$ cat src/rtl/id_ex_operand_reg_if.sv
// ID/EX operand register bundle: decoded ID fields and forwarding sources in,
// registered EX-stage fields, load-use stall and bubble counter out.
interface id_ex_operand_reg_if #(
  parameter int DW = 64,
  parameter int CW = 16
);
  // ID stage instruction
  logic          id_valid;
  logic [4:0]    id_rn;
  logic [4:0]    id_rm;
  logic          id_uses_rm;
  logic [4:0]    id_rd;
  logic [DW-1:0] id_rdata1;
  logic [DW-1:0] id_rdata2;
  logic [DW-1:0] id_imm;
  logic          id_reg_write;
  logic          id_mem_read;
  logic          id_mem_write;
  logic          id_alu_src;
  logic          id_mem_to_reg;
  logic [2:0]    id_alu_op;
  // Forwarding sources from EX and MEM
  logic          fwd_ex_reg_write;
  logic          fwd_ex_mem_read;
  logic [4:0]    fwd_ex_rd;
  logic [DW-1:0] fwd_ex_result;
  logic          fwd_mem_reg_write;
  logic [4:0]    fwd_mem_rd;
  logic [DW-1:0] fwd_mem_result;
  logic          flush;
  // Hazard and EX stage outputs
  logic          stall;
  logic          out_valid;
  logic [4:0]    out_rn;
  logic [4:0]    out_rm;
  logic [4:0]    out_rd;
  logic [DW-1:0] out_opA;
  logic [DW-1:0] out_opB;
  logic [DW-1:0] out_imm;
  logic          out_reg_write;
  logic          out_mem_read;
  logic          out_mem_write;
  logic          out_alu_src;
  logic          out_mem_to_reg;
  logic [2:0]    out_alu_op;
  logic [CW-1:0] bubble_count;

  modport master (
    output id_valid, id_rn, id_rm, id_uses_rm, id_rd, id_rdata1, id_rdata2, id_imm,
           id_reg_write, id_mem_read, id_mem_write, id_alu_src, id_mem_to_reg, id_alu_op,
           fwd_ex_reg_write, fwd_ex_mem_read, fwd_ex_rd, fwd_ex_result,
           fwd_mem_reg_write, fwd_mem_rd, fwd_mem_result, flush,
    input  stall, out_valid, out_rn, out_rm, out_rd, out_opA, out_opB, out_imm,
           out_reg_write, out_mem_read, out_mem_write, out_alu_src, out_mem_to_reg,
           out_alu_op, bubble_count
  );

  modport slave (
    input  id_valid, id_rn, id_rm, id_uses_rm, id_rd, id_rdata1, id_rdata2, id_imm,
           id_reg_write, id_mem_read, id_mem_write, id_alu_src, id_mem_to_reg, id_alu_op,
           fwd_ex_reg_write, fwd_ex_mem_read, fwd_ex_rd, fwd_ex_result,
           fwd_mem_reg_write, fwd_mem_rd, fwd_mem_result, flush,
    output stall, out_valid, out_rn, out_rm, out_rd, out_opA, out_opB, out_imm,
           out_reg_write, out_mem_read, out_mem_write, out_alu_src, out_mem_to_reg,
           out_alu_op, bubble_count
  );
endinterface

$ cat src/rtl/id_ex_operand_reg.sv
// ID/EX pipeline register with EX/MEM operand forwarding, load-use hazard
// detection (one-cycle bubble) and a saturating bubble counter.
module id_ex_operand_reg #(
  parameter int DW = 64,
  parameter int CW = 16
) (
  input  logic                clk,
  input  logic                reset,   // synchronous, active-low
  id_ex_operand_reg_if.slave  bus
);

  // X31 reads as zero, so it can never carry a forwarded or hazarding value.
  localparam logic [4:0] XZR = 5'd31;

  typedef struct packed {
    logic          valid;
    logic [4:0]    rn;
    logic [4:0]    rm;
    logic [4:0]    rd;
    logic [DW-1:0] op_a;
    logic [DW-1:0] op_b;
    logic [DW-1:0] imm;
    logic          reg_write;
    logic          mem_read;
    logic          mem_write;
    logic          alu_src;
    logic          mem_to_reg;
    logic [2:0]    alu_op;
  } ex_entry_t;

  ex_entry_t     entry_d, entry_q;
  logic [CW-1:0] bubble_count_d, bubble_count_q;

  logic          rn_live, rm_live;
  logic          ex_hit_a, ex_hit_b, mem_hit_a, mem_hit_b;
  logic          stall;
  logic [DW-1:0] op_a, op_b;

  // Source matching, load-use detection and forwarded operand selection.
  always_comb begin
    rn_live   = bus.id_valid && (bus.id_rn != XZR);
    rm_live   = bus.id_valid && bus.id_uses_rm && (bus.id_rm != XZR);
    ex_hit_a  = rn_live && bus.fwd_ex_reg_write  && (bus.fwd_ex_rd  == bus.id_rn);
    ex_hit_b  = rm_live && bus.fwd_ex_reg_write  && (bus.fwd_ex_rd  == bus.id_rm);
    mem_hit_a = rn_live && bus.fwd_mem_reg_write && (bus.fwd_mem_rd == bus.id_rn);
    mem_hit_b = rm_live && bus.fwd_mem_reg_write && (bus.fwd_mem_rd == bus.id_rm);
    // A load in EX has no result yet; a match against it must wait a cycle.
    stall     = bus.fwd_ex_mem_read && (ex_hit_a || ex_hit_b);

    if (ex_hit_a && !bus.fwd_ex_mem_read) op_a = bus.fwd_ex_result;
    else if (mem_hit_a)                   op_a = bus.fwd_mem_result;
    else                                  op_a = bus.id_rdata1;

    if (ex_hit_b && !bus.fwd_ex_mem_read) op_b = bus.fwd_ex_result;
    else if (mem_hit_b)                   op_b = bus.fwd_mem_result;
    else                                  op_b = bus.id_rdata2;
  end

  // Next EX entry: flush beats stall beats capture; bubbles are all-zero.
  always_comb begin
    // NOTE: every always_comb output gets a default first so no path can infer a latch.
    entry_d        = '0;
    bubble_count_d = bubble_count_q;
    if (bus.flush) begin
      entry_d = '0;
    end else if (stall) begin
      if (bubble_count_q != '1) bubble_count_d = bubble_count_q + CW'(1);
    end else begin
      entry_d.valid      = bus.id_valid;
      entry_d.rn         = bus.id_rn;
      entry_d.rm         = bus.id_rm;
      entry_d.rd         = bus.id_rd;
      entry_d.op_a       = op_a;
      entry_d.op_b       = op_b;
      entry_d.imm        = bus.id_imm;
      // An invalid slot must not carry live control into EX.
      entry_d.reg_write  = bus.id_valid && bus.id_reg_write;
      entry_d.mem_read   = bus.id_valid && bus.id_mem_read;
      entry_d.mem_write  = bus.id_valid && bus.id_mem_write;
      entry_d.alu_src    = bus.id_valid && bus.id_alu_src;
      entry_d.mem_to_reg = bus.id_valid && bus.id_mem_to_reg;
      entry_d.alu_op     = bus.id_valid ? bus.id_alu_op : 3'd0;
    end
  end

  // Pipeline register and counter, synchronously cleared.
  always_ff @(posedge clk) begin
    // NOTE: sequential state uses non-blocking assignments so all flops update together.
    if (!reset) begin
      entry_q        <= '0;
      bubble_count_q <= '0;
    end else begin
      entry_q        <= entry_d;
      bubble_count_q <= bubble_count_d;
    end
  end

  assign bus.stall          = stall;
  assign bus.out_valid      = entry_q.valid;
  assign bus.out_rn         = entry_q.rn;
  assign bus.out_rm         = entry_q.rm;
  assign bus.out_rd         = entry_q.rd;
  assign bus.out_opA        = entry_q.op_a;
  assign bus.out_opB        = entry_q.op_b;
  assign bus.out_imm        = entry_q.imm;
  assign bus.out_reg_write  = entry_q.reg_write;
  assign bus.out_mem_read   = entry_q.mem_read;
  assign bus.out_mem_write  = entry_q.mem_write;
  assign bus.out_alu_src    = entry_q.alu_src;
  assign bus.out_mem_to_reg = entry_q.mem_to_reg;
  assign bus.out_alu_op     = entry_q.alu_op;
  assign bus.bubble_count   = bubble_count_q;

endmodule

$ cat src/flat_wrapper.sv
// flat-port wrapper written by rule: the top's interface ports become plain ports
module id_ex_operand_reg_flat 
#(
  parameter int DW = 64,
  parameter int CW = 16
)
  (clk, reset, bus_id_valid, bus_id_rn, bus_id_rm, bus_id_uses_rm, bus_id_rd, bus_id_rdata1, bus_id_rdata2, bus_id_imm, bus_id_reg_write, bus_id_mem_read, bus_id_mem_write, bus_id_alu_src, bus_id_mem_to_reg, bus_id_alu_op, bus_fwd_ex_reg_write, bus_fwd_ex_mem_read, bus_fwd_ex_rd, bus_fwd_ex_result, bus_fwd_mem_reg_write, bus_fwd_mem_rd, bus_fwd_mem_result, bus_flush, bus_stall, bus_out_valid, bus_out_rn, bus_out_rm, bus_out_rd, bus_out_opA, bus_out_opB, bus_out_imm, bus_out_reg_write, bus_out_mem_read, bus_out_mem_write, bus_out_alu_src, bus_out_mem_to_reg, bus_out_alu_op, bus_bubble_count);
  id_ex_operand_reg_if #(.DW(DW), .CW(CW)) bus_i ();
  input  logic clk;
  input  logic reset;
  input wire logic [$bits(bus_i.id_valid)-1:0] bus_id_valid;
  input wire logic [$bits(bus_i.id_rn)-1:0] bus_id_rn;
  input wire logic [$bits(bus_i.id_rm)-1:0] bus_id_rm;
  input wire logic [$bits(bus_i.id_uses_rm)-1:0] bus_id_uses_rm;
  input wire logic [$bits(bus_i.id_rd)-1:0] bus_id_rd;
  input wire logic [$bits(bus_i.id_rdata1)-1:0] bus_id_rdata1;
  input wire logic [$bits(bus_i.id_rdata2)-1:0] bus_id_rdata2;
  input wire logic [$bits(bus_i.id_imm)-1:0] bus_id_imm;
  input wire logic [$bits(bus_i.id_reg_write)-1:0] bus_id_reg_write;
  input wire logic [$bits(bus_i.id_mem_read)-1:0] bus_id_mem_read;
  input wire logic [$bits(bus_i.id_mem_write)-1:0] bus_id_mem_write;
  input wire logic [$bits(bus_i.id_alu_src)-1:0] bus_id_alu_src;
  input wire logic [$bits(bus_i.id_mem_to_reg)-1:0] bus_id_mem_to_reg;
  input wire logic [$bits(bus_i.id_alu_op)-1:0] bus_id_alu_op;
  input wire logic [$bits(bus_i.fwd_ex_reg_write)-1:0] bus_fwd_ex_reg_write;
  input wire logic [$bits(bus_i.fwd_ex_mem_read)-1:0] bus_fwd_ex_mem_read;
  input wire logic [$bits(bus_i.fwd_ex_rd)-1:0] bus_fwd_ex_rd;
  input wire logic [$bits(bus_i.fwd_ex_result)-1:0] bus_fwd_ex_result;
  input wire logic [$bits(bus_i.fwd_mem_reg_write)-1:0] bus_fwd_mem_reg_write;
  input wire logic [$bits(bus_i.fwd_mem_rd)-1:0] bus_fwd_mem_rd;
  input wire logic [$bits(bus_i.fwd_mem_result)-1:0] bus_fwd_mem_result;
  input wire logic [$bits(bus_i.flush)-1:0] bus_flush;
  output wire logic [$bits(bus_i.stall)-1:0] bus_stall;
  output wire logic [$bits(bus_i.out_valid)-1:0] bus_out_valid;
  output wire logic [$bits(bus_i.out_rn)-1:0] bus_out_rn;
  output wire logic [$bits(bus_i.out_rm)-1:0] bus_out_rm;
  output wire logic [$bits(bus_i.out_rd)-1:0] bus_out_rd;
  output wire logic [$bits(bus_i.out_opA)-1:0] bus_out_opA;
  output wire logic [$bits(bus_i.out_opB)-1:0] bus_out_opB;
  output wire logic [$bits(bus_i.out_imm)-1:0] bus_out_imm;
  output wire logic [$bits(bus_i.out_reg_write)-1:0] bus_out_reg_write;
  output wire logic [$bits(bus_i.out_mem_read)-1:0] bus_out_mem_read;
  output wire logic [$bits(bus_i.out_mem_write)-1:0] bus_out_mem_write;
  output wire logic [$bits(bus_i.out_alu_src)-1:0] bus_out_alu_src;
  output wire logic [$bits(bus_i.out_mem_to_reg)-1:0] bus_out_mem_to_reg;
  output wire logic [$bits(bus_i.out_alu_op)-1:0] bus_out_alu_op;
  output wire logic [$bits(bus_i.bubble_count)-1:0] bus_bubble_count;
  assign bus_i.id_valid = bus_id_valid;
  assign bus_i.id_rn = bus_id_rn;
  assign bus_i.id_rm = bus_id_rm;
  assign bus_i.id_uses_rm = bus_id_uses_rm;
  assign bus_i.id_rd = bus_id_rd;
  assign bus_i.id_rdata1 = bus_id_rdata1;
  assign bus_i.id_rdata2 = bus_id_rdata2;
  assign bus_i.id_imm = bus_id_imm;
  assign bus_i.id_reg_write = bus_id_reg_write;
  assign bus_i.id_mem_read = bus_id_mem_read;
  assign bus_i.id_mem_write = bus_id_mem_write;
  assign bus_i.id_alu_src = bus_id_alu_src;
  assign bus_i.id_mem_to_reg = bus_id_mem_to_reg;
  assign bus_i.id_alu_op = bus_id_alu_op;
  assign bus_i.fwd_ex_reg_write = bus_fwd_ex_reg_write;
  assign bus_i.fwd_ex_mem_read = bus_fwd_ex_mem_read;
  assign bus_i.fwd_ex_rd = bus_fwd_ex_rd;
  assign bus_i.fwd_ex_result = bus_fwd_ex_result;
  assign bus_i.fwd_mem_reg_write = bus_fwd_mem_reg_write;
  assign bus_i.fwd_mem_rd = bus_fwd_mem_rd;
  assign bus_i.fwd_mem_result = bus_fwd_mem_result;
  assign bus_i.flush = bus_flush;
  assign bus_stall = bus_i.stall;
  assign bus_out_valid = bus_i.out_valid;
  assign bus_out_rn = bus_i.out_rn;
  assign bus_out_rm = bus_i.out_rm;
  assign bus_out_rd = bus_i.out_rd;
  assign bus_out_opA = bus_i.out_opA;
  assign bus_out_opB = bus_i.out_opB;
  assign bus_out_imm = bus_i.out_imm;
  assign bus_out_reg_write = bus_i.out_reg_write;
  assign bus_out_mem_read = bus_i.out_mem_read;
  assign bus_out_mem_write = bus_i.out_mem_write;
  assign bus_out_alu_src = bus_i.out_alu_src;
  assign bus_out_mem_to_reg = bus_i.out_mem_to_reg;
  assign bus_out_alu_op = bus_i.out_alu_op;
  assign bus_bubble_count = bus_i.bubble_count;
  id_ex_operand_reg #(.DW(DW), .CW(CW)) u_core (.clk(clk), .reset(reset), .bus(bus_i));
endmodule
$ cat config.mk
export PLATFORM = sky130hd
export DESIGN_NAME = id_ex_operand_reg_flat
export DESIGN_NICKNAME = d
export VERILOG_FILES = /design/src/rtl/id_ex_operand_reg_if.sv /design/src/rtl/id_ex_operand_reg.sv /design/src/flat_wrapper.sv
export SDC_FILE = /design/constraint.sdc
export NUM_CORES = 1
export LEC_CHECK = 0
export BUFFER_PORTS_ARGS = -buffer_cell sky130_fd_sc_hd__buf_4
export CORE_AREA = 2 2 233 235
export DETAILED_ROUTE_END_ITERATION = 10
export DIE_AREA = 0 0 235 237
export SYNTH_ARGS = -nofsm -noshare
export SYNTH_HDL_FRONTEND = slang
export SYNTH_SLANG_ARGS = --single-unit
$ cat constraint.sdc
create_clock -name clk -period 5 [get_ports clk]
set_input_delay 0.25 -clock clk [delete_from_list [all_inputs] [get_ports clk]]
set_output_delay 0.25 -clock clk [all_outputs]
set_load 0.01 [all_outputs]
==> metrics.txt, run 1 <==
type of the worst setup path=in2reg; Area Overhead vs Synth=83.71%; Clock Power Share=43.7%; Tmin final=approximately 3.0 ns; root buf cell=clkbuf_16; layout cell share with drive strength beyond 1=40.52%; Final nets=1969; Hold Slack=0.03721 ns; Post-Syn Instances=897; largest net degree at the start of global routing=112; pre-CTS setup slack=approximately 2.1 ns; part of the power in registers=41.9%; # IOs=594; Leakage Power=8.298 nW; PwrDens=280.0 nW/µm²; Fillers=approximately 5400; crit path DAT=3.36 ns; Syn Nets=1259; logic gate share of total power=14.4%; Async S/R FF share, synth=0%; CTS Sinks=232; GRT Util Overall=13.51%; area leader, netlist=dfxtp_1; clk buf depth=3; largest cells by area after synthesis=dfxtp_1, mux2i_1, a211oi_1; Routed WL=40160 µm; clk_lat worst skew=0.57 ns; switching share of power=between 20% and 30%; Tot Pwr=4.645 mW; # H-tree levels=1; DR WL/cell=17.25 µm; Slew Limit Fails=0; run status=completed; 1st-iter DRT viols=between 300 and 400; Initial Util=16.95%; initial antenna violation count=6; post-synth cell types=36; vias in the first global route=between 9000 and 10000; crit path launch type=input pin; worst slew pin tran=0.9951 ns; top cell type's share of synthesized area=about half; Final WS setup=roughly 2.0 ns; Final setup viols=0; critical path data required time=5.40 ns; die area=between 50000 and 60000 µm²; total CTS buffers=28; Die Span Y=237 µm; Hold Violations, Final=0; setup TNS=0 ns; relative slew slack=33.37%; first-pass GRT wire length=58460 µm; register area share after synthesis=51.43%; DR vias=9608; crit end category=flip-flop; worst-path maximum fanout=94; Peak VDD IR=228.9 µV; Hold WC Path Type=in2reg; antenna-violating nets left=0; Setup Skew=0.01162 ns; Max Cap Viol=0; GR Overflow Total=0; core area=53280 µm²; Post-CTS Setup Bufs=0; std cell rows=between 80 and 90; Max Clk Rate=between 300 and 400 MHz; period utilization=59.27%; Avg Cell Area, Syn=between 10 and 15 µm²; DR pass1 iterations=5; Netlist Area Pre-Place=9031 µm²; prevailing post-synth register cell=dfxtp_1; port bufs=593; Via-to-Cell Ratio=4.127; Pint=3.511 mW; die width=235 µm; Remaining DRCs=0; Worst-path clk slew=around 0.05 ns; dpl hpwl=29870 µm; Ys Warns=0; Psw=1.134 mW; Post-synth EDFFs=0; RSZ-0062 raised after global routing=false; CTS tree=built; #FFs+latches synth=roughly 230; gpl congestion=0.9278
==> worst max-delay path: stages <==
cell           delay, ns
dlygate4sd3_1       0.56
buf_4               0.17
xnor2_1             0.21
nand3_1             0.16
nor4_4              0.47
nor2_2              0.21
o21ai_4             0.69
buf_12              0.38
a211oi_1            0.10
==> placed cells by master, fill, tap and decap left out, types with 3 or more instances in the layout <==
| cell | n |
|---|---|
| a211oi_1 | 128 |
| a21oi_1 | 9 |
| and2_1 | 83 |
| and3_1 | 10 |
| and4_1 | 3 |
| buf_12 | 3 |
| buf_4 | 599 |
| clkbuf_1 | 3 |
| clkbuf_16 | 28 |
| clkbuf_8 | 3 |
| clkinv_2 | 10 |
| dfxtp_1 | 232 |
| diode_2 | 3 |
| dlygate4sd3_1 | 148 |
| inv_6 | 3 |
| mux2i_1 | 131 |
| nand2_1 | 11 |
| nand3_1 | 9 |
| nand4_1 | 7 |
| nor2_1 | 138 |
| nor3_1 | 3 |
| o21ai_0 | 4 |
| o31ai_1 | 4 |
| or3_1 | 3 |
| or4_1 | 5 |
| xnor2_1 | 12 |
| xor2_1 | 12 |
==> layout make-up <==
type / count / area (µm²) / area share, %
Clock buffer: 34 / 753.2 / 4.540
Clock inverter: 18 / 170.2 / 1.026
Sequential cell: 232 / 4644 / 27.99
Multi-Input combinational cell: 593 / 4099 / 24.71
Timing Repair Buffer: 750 / 6038 / 36.40
Tap cell: 696 / 870.8 / 5.249
Inverter: 2 / 7.507 / 0.04525
Antenna cell: 3 / 7.507 / 0.04525
==> synthesized netlist by cell type (5+ instances only) <==
cell type	number
mux2i_1	131
nand3_1	9
o21ai_0	5
nand4_1	7
a21oi_1	9
a211oi_1	128
buf_2	32
and3_1	10
xor2_1	12
nor2_1	138
or4_1	5
nand2_1	13
clkbuf_1	35
dfxtp_1	232
and2_1	83
xnor2_1	12
==> path summary, 6_finish.rpt <==
kind | from | end | slack (ns) | cells after the start
worst max register to register | u_core.bus.bubble_count[0]$_SDFFE_PN0P_ | u_core.bus.bubble_count[5]$_SDFFE_PN0P_ | 2.58 | 7
worst min register to register | u_core.bus.bubble_count[5]$_SDFFE_PN0P_ | u_core.bus.bubble_count[5]$_SDFFE_PN0P_ | 0.51 | 2
worst min-delay path | bus_fwd_ex_result[13] | u_core.bus.out_opA[13]$_SDFF_PP0_ | 0.04 | 3
worst max-delay path | bus_id_rn[0] | u_core.bus.out_opA[9]$_SDFF_PP0_ | 2.04 | 9
==> repair_timing <==
| action | in CTS | in global routing |
|---|---|---|
| resized for setup | 0 | 0 |
| hold endpoints to repair | 199 | 0 |
| hold buffers | 148 | 0 |
==> power by group through the flow <==
stage / Sequential, mW / Clock [mW] / Combinational, mW
2_1_floorplan: 2.02 / 0 / 0.128
3_3_place_gp: 1.99 / 0 / 0.565
3_5_place_dp: 1.99 / 0 / 0.571
4_1_cts: 1.95 / 2.09 / 0.669
5_1_grt: 1.95 / 2.16 / 0.712
6_report: 1.95 / 2.03 / 0.669
==> metrics by stage <==
stage	instances	util [%]	instance area, µm²
after floorplan	897	-	9031
after global placement	2125	26.61	14180
after detailed placement	2125	26.61	14180
after CTS	2325	31.12	16580
after global routing	2326	31.13	16590
final	2328	31.14	16590
==> cells by family (layout without fill, tap and decap cells) <==
logic type	count (synthesis)	count (layout)	synth area share [%]
AND/OR/NAND/NOR	285	285	15.75
flip-flops	232	232	51.43
AO/OA/AOI/OAI	152	152	12.29
multiplexers	131	131	14.52
buffers and inverters	72	804	3.547
XOR/XNOR	24	24	2.327
adder cells (fa/ha/maj)	1	1	0.1385
other	0	3	0
==> metal layers <==
metal / up-vias / part of all wire [%] / global-route usage (%)
met2: 479 / 48 / 23.28
li1: 4578 / - / -
met5: - / 0.017 / 0
met3: 100 / 8.9 / 4.302
met1: 4449 / 38 / 14.97
met4: 2 / 4.5 / 6.713
No activity file was read; power rests on OpenSTA's default activity.
==> run 2: changes to the inputs <==
--- a/config.mk
+++ b/config.mk
@@ -5,10 +5,11 @@
 export SDC_FILE = /design/constraint.sdc
 export NUM_CORES = 1
 export LEC_CHECK = 0
+export ABC_AREA = 1
 export BUFFER_PORTS_ARGS = -buffer_cell sky130_fd_sc_hd__buf_4
-export CORE_AREA = 2 2 233 235
+export CORE_AREA = 2 2 229 231
 export DETAILED_ROUTE_END_ITERATION = 10
-export DIE_AREA = 0 0 235 237
+export DIE_AREA = 0 0 231 233
 export SYNTH_ARGS = -nofsm -noshare
 export SYNTH_HDL_FRONTEND = slang
 export SYNTH_SLANG_ARGS = --single-unit
==> constraint.sdc (replaced) <==
create_clock -name clk -period 3.1 [get_ports clk]
set_input_delay 0.155 -clock clk [delete_from_list [all_inputs] [get_ports clk]]
set_output_delay 0.155 -clock clk [all_outputs]
set_load 0.01 [all_outputs]
==> metrics.txt, run 2 <==
setup TNS=0 ns (unchanged); Die Span Y=233 µm (-1.7%); commonest non-fill, non-tap cell in the layout=buf_4; initial antenna violation count=3 (-3); count leader, synth=nand2_1; layout cell share with drive strength beyond 1=26.67% (-14 points); CTS Sinks=232 (unchanged); period utilization=97.99%; post-synth cell types=21 (-42%); DR pass1 iterations=8 (+3); CTS tree=built; total CTS buffers=29 (+3.6%); CP startpoint=bus_id_rm[1]; Avg Cell Area, Syn=6.804 µm² (-32%); Tmin final=between 3 and 4 ns; die width=231 µm (-1.7%); DR WL/cell=19.67 µm (+14%); register area share after synthesis=41.80% (-9.6 points); Peak VDD IR=413.2 µV (+80%); DR vias=16080 (+67%); R2R Setup Slk=1.04 ns (-1.54 ns); # H-tree levels=1 (unchanged); Hold Violations, Final=0 (unchanged); die area=53820 µm² (-3.4%); largest cells by area after synthesis=dfxtp_1, nand4_1, nand2_1; core area=51090 µm² (-4.1%); Setup crit end=u_core.bus.out_opB[16]$_SDFF_PP0_; antenna-violating nets left=0 (unchanged); port bufs=593 (unchanged); root buf cell=clkbuf_16; 1st-iter DRT viols=1518 (+340%); GRT Util Overall=21.46% (+8.0 points); clk buf depth=3 (unchanged); clk_lat worst skew=0.58 ns (about the same); Via-to-Cell Ratio=4.883 (+18%); largest net degree at the start of global routing=75 (-33%); Post-Syn Instances=1633 (+82%); Clock Power Share=39.8% (-3.9 points); critical path data required time=3.62 ns (-1.78 ns); RSZ-0062 raised after global routing=true; type of the worst setup path=in2reg; Min-Delay Startpoint=bus_id_valid; logic gate share of total power=22.4% (+8.0 points); Max Clk Rate=roughly 330 MHz; reg-to-reg critical path startpoint=u_core.bus.bubble_count[1]$_SDFFE_PN0P_; dpl hpwl=39190 µm (+31%); Synth top cells by count=nand2_1, nand4_1, nor2_1; Remaining DRCs=0 (unchanged); run status=completed; crit path DAT=3.56 ns (+0.20 ns); vias in the first global route=16400 (+67%); worst slew pin tran=1.003 ns (+0.008058 ns); prevailing post-synth register cell=dfxtp_1; Slew Limit Fails=0 (unchanged); Area Overhead vs Synth=93.44%; gpl congestion=0.9159 (-1.3%); part of the power in registers=37.8% (-4.1 points); Syn Nets=1995 (+58%); Psw=2.383 mW (+110%); #FFs+latches synth=232 (unchanged); most frequent cells in the layout=buf_4, dlygate4sd3_1, nand2_1; area leader, netlist=dfxtp_1; # IOs=594 (unchanged); crit path launch type=input pin; Ys Warns=0 (unchanged); worst-path maximum fanout=64 (-32%); Setup Skew=0.002996 ns (-0.008629 ns); first-pass GRT wire length=90910 µm (+56%); GR Overflow Total=0 (unchanged); Post-synth EDFFs=0 (unchanged); Worst-path clk slew=0.06 ns (about the same); Hold WC Path Type=in2reg; Netlist Area Pre-Place=11110 µm² (+23%); Routed WL=64780 µm (+61%); RR Endpoint=u_core.bus.bubble_count[10]$_SDFFE_PN0P_; crit end category=flip-flop; Leakage Power=10.63 nW (+28%); Async S/R FF share, synth=0% (unchanged); top cell type's share of synthesized area=41.80% (-9.6 points); PwrDens=386.6 nW/µm² (+38%); Final setup viols=0 (unchanged); Initial Util=21.75% (+4.8 points); r2r worst-path depth=10 (+3); Hold Slack=0.03439 ns (-0.002813 ns); relative slew slack=33.12% (-0.25 points); Final nets=2950 (+50%); Pint=5.926 mW (+69%); Max Cap Viol=0 (unchanged); std cell rows=83 (-2.4%); switching share of power=28.68% (+4.3 points)
## run 2: changes by cell type after synthesis, sizes merged, moves of 6 or more
cell and change:
and3 -10, and2 -82, buf +80, nand4 +269, a21oi -6, a211oi -128, inv +197, nor2 +130
mux2i -131, nand3 +147, clkbuf -9, xnor2 -6, nand2 +328, xor2 -8
## run 2: routing by layer
metal | up-vias | GRT usage, % | routed length (µm)
li1 | 7252 | - | -
met1 | 7407 | 25.42 | 24200
met2 | 1151 | 36.25 | 30870
met3 | 271 | 3.983 | 6323
met4 | 0 | 12.50 | 3379
met5 | - | 0 | 0
## run 2: cell type report
class | count | area (µm²)
well taps | 680 | 850.8
multi-input cells | 1066 | 5150
clock buffers | 43 | 828.3
inverters | 199 | 749.5
flip-flops and latches | 232 | 4644
repair buffers | 1060 | 9181
diodes | 3 | 7.507
clock inverters | 10 | 80.08
fillers | 4941 | 29600
## run 2: cell families after synthesis
group | Yosys count | share of synthesized area (%)
flops | 232 | 41.80
xor+xnor | 10 | 0.7883
compound gates | 6 | 0.3040
buf+inv | 340 | 13.41
simple gates | 1044 | 43.58
fa+ha+maj | 1 | 0.1126
## run 2: timing repair
action | CTS | global route
resized for setup | 0 | 18
setup buffers | 0 | 8
hold buffers | 431 | 0
endpoints found under the setup margin | 0 | 74
endpoints found under the hold margin | 230 | 0
## run 2: worst min path at each step
| stage | cells after the start | slack (ns) | endpoint |
|---|---|---|---|
| floorplan | 2 | 0.27 | u_core.bus.out_alu_op[0]$_SDFF_PP0_ |
| global placement | 3 | 0.37 | u_core.bus.out_imm[43]$_SDFF_PP0_ |
| detailed placement | 3 | 0.37 | u_core.bus.out_imm[34]$_SDFF_PP0_ |
| CTS | 3 | 0.004 | u_core.bus.out_valid$_SDFF_PP0_ |
| global route | 5 | 0.04 | u_core.bus.out_opB[59]$_SDFF_PP0_ |
| finish | 3 | 0.03 | u_core.bus.out_valid$_SDFF_PP0_ |
## run 2: per-stage QoR
stage	cells	setup slack (ns)	utilization (%)	cell area, µm²	total power, mW
after floorplan	1633	1.493	-	11110	3.737
after global placement	2793	0.8031	31.41	16050	4.507
after detailed placement	2793	0.8099	31.41	16050	4.514
after CTS	3277	0.02594	41.63	21270	8.274
after global routing	3293	-0.08163	42.06	21490	8.612
final	3293	0.06222	42.06	21490	8.309
## run 2: worst max-delay path: stages
cell	delay [ns]
dlygate4sd3_1	0.54
buf_4	0.16
xnor2_1	0.16
nand2_1	0.11
nor2_4	0.35
buf_12	0.38
nand4_1	0.18
nand3_1	0.12
dlygate4sd3_1	0.56
nand2_1	0.07
dlygate4sd3_1	0.58
nor2_1	0.13
## run 2: power by group through the flow
stage	clock, mW	sequential [mW]	combinational [mW]
2_1_floorplan	0	3.26	0.481
3_3_place_gp	0	3.20	1.31
3_5_place_dp	0	3.20	1.31
4_1_cts	3.36	3.14	1.77
5_1_grt	3.50	3.14	1.97
6_report	3.31	3.14	1.86
